**src/rtl/sd_resp_pkg.sv**
```systemverilog
// Shared types and constants for the card-side SD CMD responder.
package sd_resp_pkg;

  typedef enum logic [2:0] {
    IDLE,
    RECV,
    REPORT,
    WAIT_RESP,
    GAP,
    SEND
  } state_e;

  typedef enum logic [1:0] {
    RESP_NONE = 2'd0,
    RESP_R1   = 2'd1,
    RESP_R2   = 2'd2,
    RESP_R3   = 2'd3
  } resp_type_e;

  localparam logic [6:0] CRC7_POLY       = 7'h09;
  localparam int         FRAME_LEN_SHORT = 48;
  localparam int         FRAME_LEN_LONG  = 136;

endpackage

```
**src/rtl/sd_crc7.sv**
```systemverilog
// Serial CRC7 (x^7 + x^3 + 1), MSB-first, initial value zero.
module sd_crc7 (
  input  logic       msoc_clk,
  input  logic       rstn,
  input  logic       clear,
  input  logic       enable,
  input  logic       bit_val,
  output logic [6:0] crc
);
  import sd_resp_pkg::*;

  logic feedback;

  assign feedback = bit_val ^ crc[6];

  // NOTE: sequential state uses non-blocking assignments so every flop samples pre-edge values.
  always_ff @(posedge msoc_clk or negedge rstn) begin
    if (!rstn) begin
      crc <= '0;
    end else if (clear) begin
      crc <= '0;
    end else if (enable) begin
      crc <= {crc[5:0], 1'b0} ^ (feedback ? CRC7_POLY : 7'h00);
    end
  end

endmodule

```
**src/rtl/sd_cmd_responder.sv**
```systemverilog
// Card-side SD CMD line responder: oversamples sd_sclk/CMD, receives 48-bit
// commands, hands them off, then serialises an R1/R2/R3 response.
module sd_cmd_responder #(
  parameter int NCR_MIN      = 2,
  parameter int RESP_TIMEOUT = 64
) (
  input  logic         msoc_clk,
  input  logic         rstn,
  input  logic         sd_sclk,
  input  logic         cmd_in,
  output logic         cmd_out,
  output logic         cmd_oe,
  output logic         cmd_valid,
  input  logic         cmd_ready,
  output logic [5:0]   cmd_index,
  output logic [31:0]  cmd_arg,
  output logic         cmd_crc_ok,
  input  logic         resp_valid,
  output logic         resp_ready,
  input  logic [1:0]   resp_type,
  input  logic [5:0]   resp_index,
  input  logic [119:0] resp_data,
  output logic         busy,
  output logic         timeout_evt
);
  import sd_resp_pkg::*;

  localparam int TMO_W = $clog2(RESP_TIMEOUT + 1);

  state_e             state, next_state;
  logic [2:0]         sclk_sync;
  logic [1:0]         cmd_sync;
  logic               rise, fall, cmd_bit, last_bit;
  logic [7:0]         bit_cnt, gap_cnt, tx_cnt;
  logic [44:0]        rx_shift;
  logic [TMO_W-1:0]   tmo_cnt;
  logic [135:0]       tx_shift;
  resp_type_e         tx_type;
  logic [6:0]         rx_crc, tx_crc;
  logic               rx_crc_clear, rx_crc_en, tx_crc_clear, tx_crc_en;
  logic [7:0]         tx_len, crc_lo, crc_hi;
  logic [2:0]         crc_off;
  logic               has_crc, in_crc_feed, in_crc_out, tx_bit;

  // sclk gets a third stage so edges are detected on synchronised samples.
  always_ff @(posedge msoc_clk or negedge rstn) begin
    if (!rstn) begin
      sclk_sync <= 3'b000;
      cmd_sync  <= 2'b11;
    end else begin
      sclk_sync <= {sclk_sync[1:0], sd_sclk};
      cmd_sync  <= {cmd_sync[0], cmd_in};
    end
  end

  assign rise    = sclk_sync[1] & ~sclk_sync[2];
  assign fall    = ~sclk_sync[1] & sclk_sync[2];
  assign cmd_bit = cmd_sync[1];

  sd_crc7 u_rx_crc (
    .msoc_clk (msoc_clk),
    .rstn     (rstn),
    .clear    (rx_crc_clear),
    .enable   (rx_crc_en),
    .bit_val  (cmd_bit),
    .crc      (rx_crc)
  );

  sd_crc7 u_tx_crc (
    .msoc_clk (msoc_clk),
    .rstn     (rstn),
    .clear    (tx_crc_clear),
    .enable   (tx_crc_en),
    .bit_val  (tx_shift[135]),
    .crc      (tx_crc)
  );

  // Frame geometry: CRC covers [crc_lo, crc_hi), then 7 CRC bits, then the end bit.
  always_comb begin
    tx_len      = (tx_type == RESP_R2) ? 8'(FRAME_LEN_LONG) : 8'(FRAME_LEN_SHORT);
    crc_lo      = (tx_type == RESP_R2) ? 8'd8 : 8'd0;
    crc_hi      = tx_len - 8'd8;
    has_crc     = (tx_type != RESP_R3);
    in_crc_feed = has_crc && (tx_cnt >= crc_lo) && (tx_cnt < crc_hi);
    in_crc_out  = has_crc && (tx_cnt >= crc_hi) && (tx_cnt < tx_len - 8'd1);
    crc_off     = 3'(crc_hi + 8'd6 - tx_cnt);
    tx_bit      = in_crc_out ? tx_crc[crc_off] : tx_shift[135];
  end

  always_ff @(posedge msoc_clk or negedge rstn) begin
    if (!rstn) state <= IDLE;
    else       state <= next_state;
  end

  // NOTE: every output of this block is defaulted first so no latch can be inferred.
  always_comb begin
    next_state   = state;
    cmd_valid    = 1'b0;
    resp_ready   = 1'b0;
    timeout_evt  = 1'b0;
    rx_crc_clear = 1'b0;
    rx_crc_en    = 1'b0;
    tx_crc_clear = 1'b0;
    tx_crc_en    = 1'b0;
    busy         = (state != IDLE);
    case (state)
      IDLE: if (rise) begin
        // A sampled 0 is the start bit; clearing matches feeding a 0 into a zero CRC.
        if (!cmd_bit) begin
          rx_crc_clear = 1'b1;
        end else if (!last_bit) begin
          rx_crc_en  = 1'b1;
          next_state = RECV;
        end
      end
      RECV: if (rise) begin
        rx_crc_en = (bit_cnt < 8'd38);
        if (bit_cnt == 8'd45) next_state = REPORT;
      end
      REPORT: begin
        cmd_valid = 1'b1;
        if (cmd_ready) next_state = WAIT_RESP;
      end
      WAIT_RESP: begin
        resp_ready = 1'b1;
        if (resp_valid) begin
          tx_crc_clear = 1'b1;
          next_state   = (resp_type_e'(resp_type) == RESP_NONE) ? IDLE : GAP;
        end else if (rise && tmo_cnt == TMO_W'(RESP_TIMEOUT - 1)) begin
          timeout_evt = 1'b1;
          next_state  = IDLE;
        end
      end
      GAP: if (gap_cnt >= 8'(NCR_MIN)) next_state = SEND;
      SEND: if (fall) begin
        if (tx_cnt == tx_len) next_state = IDLE;
        else                  tx_crc_en  = in_crc_feed;
      end
      default: next_state = IDLE;
    endcase
  end

  always_ff @(posedge msoc_clk or negedge rstn) begin
    if (!rstn) begin
      last_bit   <= 1'b1;
      bit_cnt    <= '0;
      rx_shift   <= '0;
      cmd_index  <= '0;
      cmd_arg    <= '0;
      cmd_crc_ok <= 1'b0;
      tmo_cnt    <= '0;
      gap_cnt    <= '0;
      tx_shift   <= '0;
      tx_type    <= RESP_NONE;
      tx_cnt     <= '0;
      cmd_out    <= 1'b1;
      cmd_oe     <= 1'b0;
    end else begin
      if (state != IDLE) last_bit <= 1'b1;
      else if (rise)     last_bit <= cmd_bit;

      // Ncr is measured in falling edges from the end-bit sample onward.
      if (fall && gap_cnt != 8'hff && (state == REPORT || state == WAIT_RESP || state == GAP))
        gap_cnt <= gap_cnt + 8'd1;

      case (state)
        IDLE: bit_cnt <= '0;
        RECV: if (rise) begin
          rx_shift <= {rx_shift[43:0], cmd_bit};
          bit_cnt  <= bit_cnt + 8'd1;
          if (bit_cnt == 8'd45) begin
            cmd_index  <= rx_shift[44:39];
            cmd_arg    <= rx_shift[38:7];
            cmd_crc_ok <= (rx_shift[6:0] == rx_crc) && cmd_bit;
            gap_cnt    <= '0;
          end
        end
        REPORT: tmo_cnt <= '0;
        WAIT_RESP: begin
          if (resp_valid) begin
            tx_type <= resp_type_e'(resp_type);
            tx_cnt  <= '0;
            case (resp_type_e'(resp_type))
              RESP_R2: tx_shift <= {2'b00, 6'h3f, resp_data, 8'hff};
              RESP_R3: tx_shift <= {2'b00, 6'h3f, resp_data[31:0], 8'hff, 88'd0};
              default: tx_shift <= {2'b00, resp_index, resp_data[31:0], 8'hff, 88'd0};
            endcase
          end else if (rise && tmo_cnt != TMO_W'(RESP_TIMEOUT)) begin
            tmo_cnt <= tmo_cnt + 1'b1;
          end
        end
        SEND: if (fall) begin
          if (tx_cnt == tx_len) begin
            cmd_oe  <= 1'b0;
            cmd_out <= 1'b1;
          end else begin
            cmd_oe   <= 1'b1;
            cmd_out  <= tx_bit;
            tx_shift <= {tx_shift[134:0], 1'b0};
            tx_cnt   <= tx_cnt + 8'd1;
          end
        end
        default: ;
      endcase
    end
  end

endmodule

```
**config.mk**
```make
export PLATFORM = sky130hd
export DESIGN_NAME = sd_cmd_responder
export DESIGN_NICKNAME = d
export VERILOG_FILES = /design/src/rtl/sd_resp_pkg.sv /design/src/rtl/sd_crc7.sv /design/src/rtl/sd_cmd_responder.sv
export SDC_FILE = /design/constraint.sdc
export NUM_CORES = 1
export LEC_CHECK = 0
export ABC_AREA = 1
export BUFFER_PORTS_ARGS = -buffer_cell sky130_fd_sc_hd__buf_4
export CAP_MARGIN = 20
export CORE_UTILIZATION = 61
export CTS_CLUSTER_SIZE = 20
export DETAILED_ROUTE_END_ITERATION = 10
export PLACE_DENSITY = 0.86
export SYNTH_ARGS = -nofsm -noshare
export SYNTH_HDL_FRONTEND = slang
export SYNTH_SLANG_ARGS = --single-unit
```
**constraint.sdc**
```tcl
create_clock -name msoc_clk -period 6.39 [get_ports msoc_clk]
set_input_delay 0.639 -clock msoc_clk [delete_from_list [all_inputs] [get_ports msoc_clk]]
set_output_delay 0.639 -clock msoc_clk [all_outputs]
set_load 0.1 [all_outputs]
```
# After elaboration in Yosys (flattened, before gate mapping)
# Index checks and enable logic that the tools add are counted.
# word_totals
reg_bits	278
output_inout_bits	45
elab_cells	162
# op_classes
addsub	8
order_cmp	7
n_eq_ne	29
mux	64
bitwise_logic	8
n_reduce_logical	28
# op_table
operator	n
136-bit 2-to-1 mux	3
136-bit one-hot mux with 2 select lines	1
134-bit one-hot mux with 2 select lines	1
8-bit 2-to-1 mux	9
7-bit 2-to-1 mux	6
3-bit 2-to-1 mux	12
8-bit one-hot mux with 2 select lines	2
2-bit != test, second input constant	13
8-bit by 1-bit adder with 8-bit output, second input constant	3
1-bit 2-to-1 mux	23
3-bit one-hot mux with 6 select lines	1
8-bit less-than comparator	2
7-bit one-hot mux with 2 select lines	1
7-bit XOR	2
4-bit 2-to-1 mux	3
2-bit nonzero test	6
10-bit AND reduction	1
1-bit logical AND	9
8-bit by 6-bit == test with 1-bit output, second input constant	1
8-bit == test	1
8-bit by 2-bit >= comparator with 1-bit output, second input constant	1
8-bit by 4-bit >= comparator with 1-bit output	1
8-bit >= comparator	1
8-bit by 6-bit less-than comparator with 1-bit output, second input constant	1
28 further kinds	40

# Longest topological paths before layout
# depth
depth_word	10
depth_mapped	14

# By module
# A second synthesis with hierarchy kept.
# unflattened
cells_unflattened	1561
area_unflattened_um2	12899.9
# modules_own_cells
module	n_inst	cells_per_inst	area_each_um2
sd_cmd_responder	1	1489	12274.3
sd_crc7	2	36	312.8

# Worst setup path after synthesis
# OpenSTA, ideal clock, no wires.
# synth_timing
path_type	register -> output
startpoint	reg state[2]
endpoint	out timeout_evt
arrival_ns	3.291
t_required_ns	5.751
path_slack_ns	2.460
path_stages_with_launch	6
cell_sequence	dfrtp_1 inv_2 nand2_2 nor2_4 inv_4 nor3_1
# synth_via
elab_chain_cells	2
# synth_lines
element	line_no	source
start, declared	sd_cmd_responder.sv:30	state_e state, next_state;
start signal, assigned	sd_cmd_responder.sv:92	else state <= next_state;
3-bit by 2-bit == test with 1-bit output	sd_cmd_responder.sv:106	case (state)
1-bit 2-to-1 mux	sd_cmd_responder.sv:106	
end, declared	sd_cmd_responder.sv:24	output logic timeout_evt
# Every way passes these cells.

# Worst setup path in the final report
# layout_timing
startpoint	reg tx_type[0]
endpoint	reg tx_shift[77]
# layout_via
elab_chain_cells	5
# layout_lines
element	line_no	source
start, declared	sd_cmd_responder.sv:38	resp_type_e tx_type;
start signal, assigned	sd_cmd_responder.sv:181	tx_type <= resp_type_e'(resp_type);
2-bit == test	sd_cmd_responder.sv:80	tx_len = (tx_type == RESP_R2) ? 8'(FRAME_LEN_LONG) : 8'(FRAME_LEN_SHORT);
8-bit 2-to-1 mux	sd_cmd_responder.sv:80	
8-bit == test	sd_cmd_responder.sv:193	if (tx_cnt == tx_len) begin
2-bit != test (no line)	--	
4-bit AND reduction (no line)	--	
end signal, assigned	sd_cmd_responder.sv:185	RESP_R3: tx_shift <= {2'b00, 6'h3f, resp_data[31:0], 8'hff, 88'd0};
end signal, assigned	sd_cmd_responder.sv:186	default: tx_shift <= {2'b00, resp_index, resp_data[31:0], 8'hff, 88'd0};
end signal, assigned	sd_cmd_responder.sv:199	tx_shift <= {tx_shift[134:0], 1'b0};
end, declared	sd_cmd_responder.sv:37	logic [135:0] tx_shift;
# Every way passes these cells.
# A chain may end at the register's enable or synchronous reset.

==> results.sh <==
export IMPL_status="finished, final reports clean"
export IMPL_ys_seq_elements=278
export IMPL_holdWs_ps=168
export IMPL_post_cts_setup_buffers=0
export IMPL_start_util=0.622
export IMPL_worstPathRequired_ps=6850
export IMPL_clkLatencyLatePin_ps=540
export IMPL_slowest_stage="inv_6"
export IMPL_grt_pass1_vias=10919
export IMPL_io_pins=179
export IMPL_row_count=54
export IMPL_dr_total_vias=11528
export IMPL_die_h_um=151
export IMPL_final_nets=1979
export IMPL_wl_per_cell_um=14.2
export IMPL_n_antenna_cell=0
export IMPL_drtIter0Drc=777
export IMPL_p_total_mw=6.21
export IMPL_layout_min_cycle_time_ps=3010
export IMPL_io_buffers=178
export IMPL_die_x_um=151
export IMPL_synth_area_leader_cell="dfrtp_1"
export IMPL_rsz0062_at_grt="no"
export IMPL_numCtsBuffers=30
export IMPL_drt_total_wl_mm=30.4
export IMPL_power_density_nw_per_um2=388
export IMPL_multi_input_area_um2=5060
export IMPL_finalSetupViolations=0
export IMPL_maxSlewHeadroom=0.315
export IMPL_synth_fp_nets=1847
export IMPL_ant_nets=0
export IMPL_path_clk_slew_ps=60
export IMPL_grt_max_degree=163
export IMPL_yosys_top_cells_count="409 x nand2_1, 274 x dfrtp_1, 260 x inv_1, 201 x o21ai_0, 135 x o21ai_1"
export IMPL_async_flop_share=1.00
export IMPL_synth_edf_count=0
export IMPL_yosysSeqAreaShare=0.515
export IMPL_crit_path_end_kind="flop"
export IMPL_syn_area_per_cell_um2=7.95
export IMPL_drc=0
export IMPL_crit_arrival_ps=3470
export IMPL_cp_max_fo=135
export IMPL_synth_most_common_cell="nand2_1"
export IMPL_peakVddDrop_mv=0.206
export IMPL_ys_warn_count=0
export IMPL_post_route_period_util=0.471
export IMPL_fmax_mhz=332
export IMPL_grt_usage=0.273
export IMPL_root_buffer="clkbuf_16"
export IMPL_gp_congestion=0.852
export IMPL_ys_flop_type="dfrtp_1"
export IMPL_yosys_top_cells_area="dfrtp_1 51%, nand2_1 11%, o21ai_0 7.4%"
export IMPL_core_area_um2=21800
export IMPL_cts_tree="built"
export IMPL_crit_chain="inv_1 > nand2_1 > ha_1 > inv_1 > nor2_1 > nand2_1 > nor2_2 > nand2_1 > nand3_2 > inv_6 > buf_4 > nand2_1 > o21ai_1"
export IMPL_setup_tns_final_ps=0
export IMPL_drv_slew=0
export IMPL_finalHoldViolations=0
export IMPL_cp_start_kind="flop"
export IMPL_clockBufferDepth=3
export IMPL_postCtsHoldBufs=0
export IMPL_dr_pass1_iters=7
export IMPL_synth_top_area_share=0.507
export IMPL_dieArea_um2=22800
export IMPL_fillers=1625
export IMPL_h_tree_depth=1
export IMPL_grt_antenna_before_repair=0
export IMPL_worstMarginPinSlew_ps=1030
export IMPL_hold_path_class="in2async"
export IMPL_synthCells=1702
export IMPL_grt_pass1_wl_mm=50.6
export IMPL_cts_repair_resize_count=0
export IMPL_dpl_hpwl_mm=20.0
export IMPL_clock_sinks=278
export IMPL_final_seq_area_um2=6960
export IMPL_globalRouteOverflowTotal=0
export IMPL_drive_gt1_frac=0.151
export IMPL_max_stage_delay_ps=590
export IMPL_synthToLayoutAreaGrowth_pct=18.3
export IMPL_dp_cells=2082
export IMPL_syn_area_um2=13500
export IMPL_viasPerCell=5.39
export IMPL_cp_common_cell="nand2_1"
export IMPL_skew_ps=14.0
export IMPL_synth_distinct_cells=42
export IMPL_leakage_nw=7.92
export IMPL_maxCapViolations=0
export IMPL_worst_setup_path_type="reg2reg"
export IMPL_finalNonFillerCells=2138
[placed cells by master, fill, tap and decap left out, drive strengths merged, types with 2 or more instances in the layout]
cell / count
o21a: 6
nor2: 65
nor3: 12
a21oi: 19
buf: 187
ha: 11
o22ai: 36
and2: 2
or2: 3
dfrtp: 274
nor4: 2
o211ai: 13
nand4: 9
nand3: 99
o21ai: 336
o2111ai: 3
nand3b: 2
nand2: 414
bufinv: 6
clkinv: 6
dfstp: 4
xor2: 12
inv: 278
xnor2: 2
clkbuf: 44
clkinvlp: 2
o31ai: 7
[per-stage QoR]
stage / worst slack (ps) / utilization / instance area (um^2)
final: 3380 / 0.735 / 16000
after global routing: 3090 / 0.735 / 16000
after floorplan: 2460 / - / 13500
after CTS: 3410 / 0.735 / 16000
after global placement: 3570 / 0.683 / 14900
after detailed placement: 3460 / 0.683 / 14900
[sequential cells by signal, indices dropped and copies added, names as in the netlist]
signal        flops
u_tx_crc.crc      7
u_rx_crc.crc      7
tx_type           2
cmd_sync          2
gap_cnt           8
sclk_sync         3
cmd_arg          32
bit_cnt           8
cmd_oe            1
last_bit          1
tx_shift        136
rx_shift         45
tx_cnt            8
state             3
cmd_crc_ok        1
cmd_index         6
cmd_out           1
tmo_cnt           7
[per-layer routing]
metal  wire length, um  vias to the layer above  track usage
met4               796                        0       0.0775
met1             13300                     5452        0.367
met5                 0                        -            0
met3              1480                       57       0.0404
li1                  -                     5705            -
met2             14900                      314        0.461
[final cells by class]
type                            instances  area share
Multi-Input combinational cell       1057       0.316
Clock inverter                         12      0.0142
Tap cell                              280      0.0219
Timing Repair Buffer                  187      0.0890
Sequential cell                       278       0.435
Clock buffer                           44      0.0572
Inverter                              280      0.0663
[path summary, 6_finish.rpt]
path,slack (ps),start,depth (start not counted),to
worst max-delay path,3380,tx_type[0]$_DFFE_PN0P_,13,tx_shift[77]$_DFFE_PN0P_
worst min-delay path,170,rstn,1,rx_shift[16]$_DFFE_PN0P_
worst max register to register,3380,tx_type[0]$_DFFE_PN0P_,13,tx_shift[77]$_DFFE_PN0P_
worst min register to register,350,sclk_sync[0]$_DFF_PN0_,0,sclk_sync[1]$_DFF_PN0_
max in group asynchronous,4890,rstn,2,tx_shift[81]$_DFFE_PN0P_
min in group msoc_clk,200,cmd_in,1,cmd_sync[0]$_DFF_PN1_
[cell families after synthesis]
kind of cell,count (synthesis),share of synthesized area
adders and majority gates,11,0.0102
AOI/OAI and AO/OA,423,0.166
buffers and inverters,367,0.113
and+or+nand+nor,609,0.187
DFF,278,0.515
xor gates and xnor gates,14,0.00907
[worst max-delay path, delay by kind of cell (launching register included)]
kind	cells	cell delay, ps
AND/OR/NAND/NOR	7	640
buffers and inverters	4	1240
AO/OA/AOI/OAI	1	130
flip-flops	1	400
adder cells (fa/ha/maj)	1	340
[power breakdown]
| group | internal, mW | total, mW | switching (mW) |
|---|---|---|---|
| sequential | 2.23 | 2.48 | 0.241 |
| clock | 1.23 | 1.94 | 0.709 |
| combinational | 0.576 | 1.79 | 1.22 |
Power figures use the tool's default switching activity.
